==> config.mk <==
export PLATFORM = sky130hd
export DESIGN_NAME = gpu_ucode_sequencer
export DESIGN_NICKNAME = d
export VERILOG_FILES = /design/src/rtl/gpu_ucode_sequencer.sv
export SDC_FILE = /design/constraint.sdc
export NUM_CORES = 1
export LEC_CHECK = 0
export ABC_CLOCK_PERIOD_IN_PS = 1550
export CORE_MARGIN = 1.5
export CORE_UTILIZATION = 35
export CTS_BUF_LIST = sky130_fd_sc_hd__clkbuf_16
export DETAILED_ROUTE_END_ITERATION = 16
export DONT_BUFFER_PORTS = 1
export PLACE_DENSITY = 0.51
export SYNTH_ARGS = -nofsm -noshare
export SYNTH_HDL_FRONTEND = slang
export SYNTH_SLANG_ARGS = --single-unit
==> constraint.sdc <==
create_clock -name iClock -period 1.55 [get_ports iClock]
set_clock_uncertainty 0.05 [all_clocks]
set_input_delay 0 -clock iClock [delete_from_list [all_inputs] [get_ports iClock]]
set_output_delay 0 -clock iClock [all_outputs]
set_load 0.01 [all_outputs]
==> src/rtl/gpu_ucode_sequencer.sv <==
// Microcode program counter / sequencer for the GPU.
// Addresses the uop ROM, resolves branches against the datapath zero flag,
// stalls on VRAM reads and flags the jump that starts a new frame.
module gpu_ucode_sequencer #(
  parameter int unsigned ADDR_W       = 8,
  parameter int unsigned UOP_SZ       = 24,
  parameter int unsigned OP_W         = 5,
  parameter int unsigned OP_JZ        = 9,
  parameter int unsigned OP_JNZ       = 10,
  parameter int unsigned OP_GOTO      = 8,
  parameter int unsigned OP_RVMEM     = 3,
  parameter int unsigned PC_LAST      = 100,
  parameter int unsigned RESTART_ADDR = 2
) (
  input  logic              iClock,
  input  logic              iReset,
  input  logic              iEnable,
  input  logic [UOP_SZ-1:0] iUop,
  input  logic              iZero,
  input  logic              iVmemAck,
  output logic [ADDR_W-1:0] oUopAddr,
  output logic              oUopValid,
  output logic              oVmemReq,
  output logic              oFrameRestart
);

  localparam logic [OP_W-1:0]   OP_JZ_C    = OP_W'(OP_JZ);
  localparam logic [OP_W-1:0]   OP_JNZ_C   = OP_W'(OP_JNZ);
  localparam logic [OP_W-1:0]   OP_GOTO_C  = OP_W'(OP_GOTO);
  localparam logic [OP_W-1:0]   OP_RVMEM_C = OP_W'(OP_RVMEM);
  localparam logic [ADDR_W-1:0] PC_LAST_C  = ADDR_W'(PC_LAST);
  localparam logic [ADDR_W-1:0] RESTART_C  = ADDR_W'(RESTART_ADDR);

  typedef enum logic [1:0] {
    S_IDLE = 2'd0,
    S_RUN  = 2'd1,
    S_WAIT = 2'd2
  } state_e;

  state_e            state_q, state_d;
  logic [ADDR_W-1:0] pc_q, pc_d;
  logic              vmem_req_q, vmem_req_d;
  logic              frame_restart_q, frame_restart_d;

  logic [OP_W-1:0]   opcode;
  logic [ADDR_W-1:0] target;
  logic [ADDR_W-1:0] pc_inc;
  logic              is_rvmem;
  logic              jump_taken;
  logic              unused_uop_bits;

  // Addresses past the populated ROM region restart the program at 0.
  function automatic logic [ADDR_W-1:0] limit_pc(input logic [ADDR_W-1:0] pc);
    return (pc > PC_LAST_C) ? '0 : pc;
  endfunction

  // Uop decode: opcode field, jump target and branch resolution.
  always_comb begin
    opcode     = iUop[UOP_SZ-1 -: OP_W];
    target     = iUop[ADDR_W-1:0];
    is_rvmem   = (opcode == OP_RVMEM_C);
    jump_taken = (opcode == OP_GOTO_C) ||
                 ((opcode == OP_JZ_C)  &&  iZero) ||
                 ((opcode == OP_JNZ_C) && !iZero);
    pc_inc     = limit_pc(pc_q + ADDR_W'(1));
  end

  // Upper jump-field bits carry no meaning for the sequencer.
  assign unused_uop_bits = ^iUop[UOP_SZ-OP_W-1:ADDR_W];

  // State register and registered outputs.
  always_ff @(posedge iClock) begin
    if (iReset) begin
      state_q         <= S_IDLE;
      pc_q            <= '0;
      vmem_req_q      <= 1'b0;
      frame_restart_q <= 1'b0;
    end else begin
      state_q         <= state_d;
      pc_q            <= pc_d;
      vmem_req_q      <= vmem_req_d;
      frame_restart_q <= frame_restart_d;
    end
  end

  // Next-state logic; losing enable always falls back to IDLE.
  always_comb begin
    state_d = state_q;
    case (state_q)
      S_IDLE:  if (iEnable)  state_d = S_RUN;
      S_RUN:   if (is_rvmem) state_d = S_WAIT;
      S_WAIT:  if (iVmemAck) state_d = S_RUN;
      default: state_d = S_IDLE;
    endcase
    if (!iEnable) state_d = S_IDLE;
  end

  // PC, VRAM request and frame-restart next values; uop valid in RUN only.
  always_comb begin
    pc_d            = pc_q;
    vmem_req_d      = 1'b0;
    frame_restart_d = 1'b0;
    oUopValid       = (state_q == S_RUN);
    case (state_q)
      S_IDLE: pc_d = '0;
      S_RUN: begin
        if (is_rvmem) begin
          vmem_req_d = 1'b1;
        end else if (jump_taken) begin
          pc_d            = limit_pc(target);
          frame_restart_d = (target == RESTART_C);
        end else begin
          pc_d = pc_inc;
        end
      end
      S_WAIT: begin
        if (iVmemAck) pc_d = pc_inc;
        else          vmem_req_d = 1'b1;
      end
      default: pc_d = '0;
    endcase
    if (!iEnable) begin
      pc_d            = '0;
      vmem_req_d      = 1'b0;
      frame_restart_d = 1'b0;
    end
  end

  assign oUopAddr      = pc_q;
  assign oVmemReq      = vmem_req_q;
  assign oFrameRestart = frame_restart_q;

endmodule

==> results of run 1 <==
[cells by family (layout without fill, tap and decap cells)]
family	Yosys count	in the layout	synth area share (%)
flops	12	12	28.6
buf+inv	8	45	3.72
simple gates	49	49	31.3
fa+ha+maj	6	6	8.93
mux	1	1	1.19
xor+xnor	3	3	3.13
compound gates	29	29	23.2
[Yosys cell counts, types with 3 or more instances]
master	n	area, um^2
dfxtp_1	12	240
nand2_1	12	45.0
nor2_1	8	30.0
ha_1	6	75.1
inv_1	6	22.5
nand3_1	6	30.0
o21ai_0	6	30.0
a21oi_1	4	20.0
a22oi_1	4	30.0
and2_1	4	25.0
a211oi_1	3	22.5
a32oi_1	3	26.3
nand2b_1	3	18.8
nor3_1	3	15.0
nor4_1	3	18.8
xnor2_1	3	26.3
[cell type report]
type / instances / share of cell area, %
clock buffers: 3 / 5.42
clock inverters: 1 / 0.271
inverters: 6 / 1.62
multi-input cells: 88 / 50.3
flip-flops and latches: 12 / 18.9
well taps: 28 / 2.53
repair buffers: 35 / 21.0
[routing by layer]
metal	up-vias	GRT usage (%)	wire length, um
met3	4	3.45	133
met1	459	28.5	1240
li1	471	-	-
met5	-	0	0
met4	0	7.46	38
met2	28	32.1	1210
[worst paths after layout]
| check | to | slack (ns) | cells past startpoint |
|---|---|---|---|
| worst max-delay path | oUopAddr[3] | -0.14 | 7 |
| worst min-delay path | state_q[0] | 0.007 | 2 |
| worst max register to register | oUopAddr[3] | -0.14 | 7 |
| worst min register to register | oUopAddr[2] | 0.49 | 2 |
[metrics by stage]
stage                     std cells  setup TNS (ns)  utilization [%]  total power, mW
after floorplan                 108         -0.0322                -            0.339
after global placement          158          -0.856             49.3            0.358
after detailed placement        158           -1.41             49.3            0.358
after CTS                       172          -0.505             59.0            0.867
after global routing            173           -1.12             62.1            0.903
final                           173          -0.417             62.1            0.863
[worst max-delay path, stage by stage, from the launching register on]
cell and delay (ns):
dfxtp_2 0.35, inv_1 0.07, ha_1 0.31, nand3_2 0.10
and4b_2 0.37, buf_4 0.13, a31oi_1 0.07, o21ai_1 0.15
[flip-flops by register name, indices dropped and copies added (netlist names)]
register / cells
oUopAddr: 8
state_q: 2
oFrameRestart: 1
oVmemReq: 1
[power breakdown]
| group | switching, mW | leakage, nW | internal (mW) |
|---|---|---|---|
| Combinational | 0.0351 | 0.426 | 0.0441 |
| Sequential | 0.00163 | 0.102 | 0.303 |
| Clock | 0.139 | 0.0385 | 0.340 |
[timing repair]
| action | in CTS | in global routing |
|---|---|---|
| gates resized for setup | 11 | 16 |
| pin swaps | 3 | 3 |
| setup buffers | 0 | 1 |
| hold buffers | 10 | 0 |
| endpoints found under the setup margin | 10 | 10 |
| hold endpoints to repair | 10 | 0 |
==> results by group, run 1 <==
Place
  • Port bufs: 0
  • Place WS: -0.200 ns
  • Final HPWL DP: ~1800 um
  • Routability Congestion: roughly 0.8
  • Placed cell areas: 1100 um^2

Routing
  • Detailed-route wire length: 2620 um
  • Vias: 962
  • DR WL/cell: 15.1 um
  • Initial DRC Count: 28
  • Antenna Nets Post-Route: 0
  • Residual DRC: 0
  • Via-per-instance ratio: 5.56
  • Initial DRT Pass Iterations: 5

Layout
  • Share of layout cells above drive strength 1: 39.3%
  • Multi-input combinational cell area: 697 um^2
  • Finished Cell Area: 1390 um^2
  • N_diodes: 0
  • Register Area: 262 um^2
  • Net count, final: 181
  • Commonest non-fill, non-tap cell in the layout: buf_4
  • Most frequent cells in the layout: buf_4 (24), nand2_1 (10), dlygate4sd3_1 (10)
  • Layout area overhead: 64.9%
  • Fillers: 192

Global route
  • Grt total ovfl: 0
  • First-pass GRT wire length: 4160 um
  • Largest net degree at the start of global routing: 10
  • Vias in the first global route: 902
  • Initial antenna violation count: 0
  • Total track usage: 20.7%

Power and ir drop
  • Pwr dens: 623 nW/um^2
  • Lkg Pwr: 0.566 nW
  • Maximum vdd drop: 509 uV

Setup path
  • Startpoint Class: flop
  • Crit-path max FO: 4
  • CP Capture Type: flop
  • Arr. time, crit path: 1.80 ns
  • WP data required: roughly 1.7 ns
  • WS Path Type: flop to flop
  • Crit Reg-Reg Startpoint: state_q[1]
  • Critical path launch point: state_q[1]

Floorplanning
  • CORE AREA: 2230 um^2
  • Die width: around 52 um
  • Row count: 17
  • # IOs: 40
  • Initial cell density of the core: 37.6%
  • Die Ht: 52.0 um
  • Die area: 2710 um^2

Synthesis
  • Top FF cell, synth: dfxtp_1
  • Syn nets: 143
  • Sequential-to-total area share from yosys stat: 28.6%
  • Syn avg cell area: just under 8 um^2
  • Cells after synthesis: 108
  • Mapped Area: approximately 840 um^2
  • Flops & latches, synth: 12
  • Async S/R FF share, synth: 0%
  • Synth Warn #: 0
  • Synth cell types: 35
  • Post-synth EDFFs: 0

Clock network
  • Clock slew at reported path FFs: 0.05 ns
  • CTS tree: done
  • Root buffer cell: clkbuf_16
  • CTS Buffer Depth: 2
  • CTS Buf Count: 3
  • H-tree depth: 1
  • Clock Latency Late Sink: 0.24 ns
  • Clk sinks: 12

Status
  • Outcome: complete, but fails checks
  • Failing checks: setup timing

Timing
  • Max Slew Vio Count: 0
  • Fmax: 0.592 GHz
  • Setup violators final: 7
  • Worst hold slack: between 0.007 and 0.008 ns
  • Max_slew headroom: 72.5%
  • Worst setup slack after layout: -0.139 ns
  • Post-route clock period utilization: 109%
  • Hold Violations, Final: 0
  • RSZ-0062 raised after global routing: yes
  • Slew @ Worst Pin: 0.413 ns
  • Fin crit period: 1.69 ns

Min path
  • Min-delay src: iReset
  • Hold crit path type: input pin to flop

Run
  • Maxcap violations: 0
Note: power is estimated with default switching activity, not from simulation.
==> run 2, diff against run 1 <==
==> constraint.sdc (replaced) <==
create_clock -name iClock -period 1.55 [get_ports iClock]
set_clock_uncertainty 0.05 [all_clocks]
set_input_delay 0.0775 -clock iClock [delete_from_list [all_inputs] [get_ports iClock]]
set_output_delay 0.0775 -clock iClock [all_outputs]
set_load 0.01 [all_outputs]
==> results by group, run 2 (same netlist as run 1, synthesis figures left out) <==
Status
  • Outcome: complete, but fails checks
  • Failing checks: setup timing

Setup path
  • End of the critical path: oUopAddr[3]
  • Crit-path max FO: 5
  • Crit-path max cell delay: 0.37 ns
  • WS Path Type: flop to flop
  • WP data required: between 1.5 and 2 ns
  • Crit Reg-Reg Startpoint: oUopAddr[1]
  • Crit-path cells: ha_4 > or3b_1 > a21oi_2 > o22ai_2 > a32oi_1 > o21ai_1
  • WP buf/inv: 0
  • Worst r2r dst: oUopAddr[3]
  • Arr. time, crit path: 1.71 ns
  • Critical path depth: 6
  • Cell family contributing the most delay on the critical path: compound AO/OA/AOI/OAI gates
  • CP Capture Type: flop
  • R2R Setup Slk: -0.09 ns
  • Worst R2R Path Depth: 6
  • Critical path launch point: oUopAddr[1]
  • Slowest-stage cell, CP: dfxtp_4
  • Startpoint Class: flop

Routing
  • Vias: 976
  • Residual DRC: 0
  • Antenna Nets Post-Route: 0
  • Initial DRC Count: 28
  • Detailed-route wire length: 2690 um
  • Initial DRT Pass Iterations: 4
  • DR WL/cell: 15.3 um
  • Via-per-instance ratio: 5.55

Layout
  • Max reg flops: 8
  • Net count, final: 184
  • Layout area overhead: 67.1%
  • Share of layout cells above drive strength 1: 41.9%
  • Commonest non-fill, non-tap cell in the layout: buf_4
  • Most frequent cells in the layout: buf_4 (30), nand2_1 (11), nor2_1 (8), dlygate4sd3_1 (8)
  • N_diodes: 0
  • Util after Layout: 62.9%

Global route
  • Largest net degree at the start of global routing: 10
  • Total track usage: 22.2%
  • First-pass GRT wire length: around 4400 um
  • Grt total ovfl: 0
  • Vias in the first global route: 974
  • Initial antenna violation count: 0

Place
  • Final HPWL DP: 1890 um
  • Routability Congestion: between 0.8 and 0.9
  • Port bufs: 0
  • Place WS: -0.223 ns

Floorplanning
  • Initial cell density of the core: 37.6%
  • Die area: approximately 2700 um^2
  • Die Ht: 52.0 um
  • Row count: 17
  • Die width: 52.0 um
  • # IOs: 40
  • CORE AREA: 2230 um^2

Timing
  • Worst setup slack after layout: -0.0859 ns
  • Fin crit period: 1.64 ns
  • Fmax: between 0.6 and 0.7 GHz
  • RSZ-0062 raised after global routing: yes
  • Max_slew headroom: around four fifths
  • Post-route clock period utilization: 106%
  • Hold Violations, Final: 0
  • Worst hold slack: 0.00689 ns
  • Setup violators final: 7
  • Slew @ Worst Pin: 0.326 ns
  • Max Slew Vio Count: 0

Power and ir drop
  • Lkg Pwr: 0.575 nW
  • Final Total Pwr: around 860 uW
  • Pwr dens: 609 nW/um^2
  • Maximum vdd drop: 598 uV

Clock network
  • Clock slew at reported path FFs: roughly 0.04 ns
  • CTS tree: done
  • Root buffer cell: clkbuf_16
  • CTS Buffer Depth: 2
  • CTS Buf Count: 3
  • H-tree depth: 1
  • Clk sinks: 12
  • Clock Latency Late Sink: 0.24 ns

Min path
  • Worst Hold Depth: 3
  • Hold crit path type: input pin to flop
  • Min-delay src: iUop[4]

Run
  • Maxcap violations: 0
run 2: cell types whose count changed in the layout (fill, tap and decap cells not counted), sizes merged:
cell	previous run	this run
buf	25	30
clkinv	1	0
dlygate4sd3	10	8
inv	6	7
run 2: worst register-to-register path, delay by kind of cell (launching register included):
kind	cells	cell delay (ns)
AO/OA/AOI/OAI	4	0.59
adder cells (fa/ha/maj)	1	0.16
flip-flops	1	0.37
AND/OR/NAND/NOR	1	0.36
run 2: worst min path at each step:
stage               endpoint  slack [ns]
6_report       oFrameRestart       0.007
5_1_grt        oFrameRestart        0.02
4_1_cts        oFrameRestart       0.007
3_5_place_dp   oFrameRestart        0.11
3_3_place_gp   oFrameRestart        0.11
2_1_floorplan  oFrameRestart        0.10
run 2: layer usage:
layer	global-route usage (%)	vias up	part of all wire [%]	routed length [um]
li1	-	482	-	-
met1	28.5	452	41	1120
met2	36.3	38	50	1360
met3	5.46	4	7.1	190
met4	7.02	0	1.1	30
met5	0	-	0	0
run 2: report_power, final:
part / internal (mW) / total (mW) / leakage [nW] / switching, mW
combinational: 0.0400 / 0.0749 / 0.431 / 0.0348
clock: 0.340 / 0.477 / 0.0423 / 0.138
sequential: 0.302 / 0.304 / 0.102 / 0.00179
run 2: final cells by class:
| cell class | instances | area [um^2] |
|---|---|---|
| multi-input cells | 88 | 699 |
| flip-flops and latches | 12 | 264 |
| fillers | 207 | 828 |
| well taps | 28 | 35.0 |
| repair buffers | 38 | 305 |
| clock buffers | 3 | 75.1 |
| inverters | 6 | 22.5 |
| clock inverters | 1 | 3.75 |
run 2: timing repair:
| action | in CTS | in global routing |
|---|---|---|
| buffers inserted | 3 | 0 |
| endpoints found under the hold margin | 8 | 0 |
| pin swaps | 6 | 6 |
| hold buffers | 8 | 0 |
| setup endpoints to repair | 10 | 10 |
| resized for setup | 13 | 14 |
run 2: stage by stage:
stage / instance area [um^2] / TNS (ns) / instances
6_report: 1410 / -0.340 / 176
5_1_grt: 1410 / -0.948 / 176
4_1_cts: 1330 / -0.341 / 176
3_5_place_dp: 1120 / -1.55 / 161
3_3_place_gp: 1120 / -0.988 / 161
2_1_floorplan: 898 / -0.0322 / 108
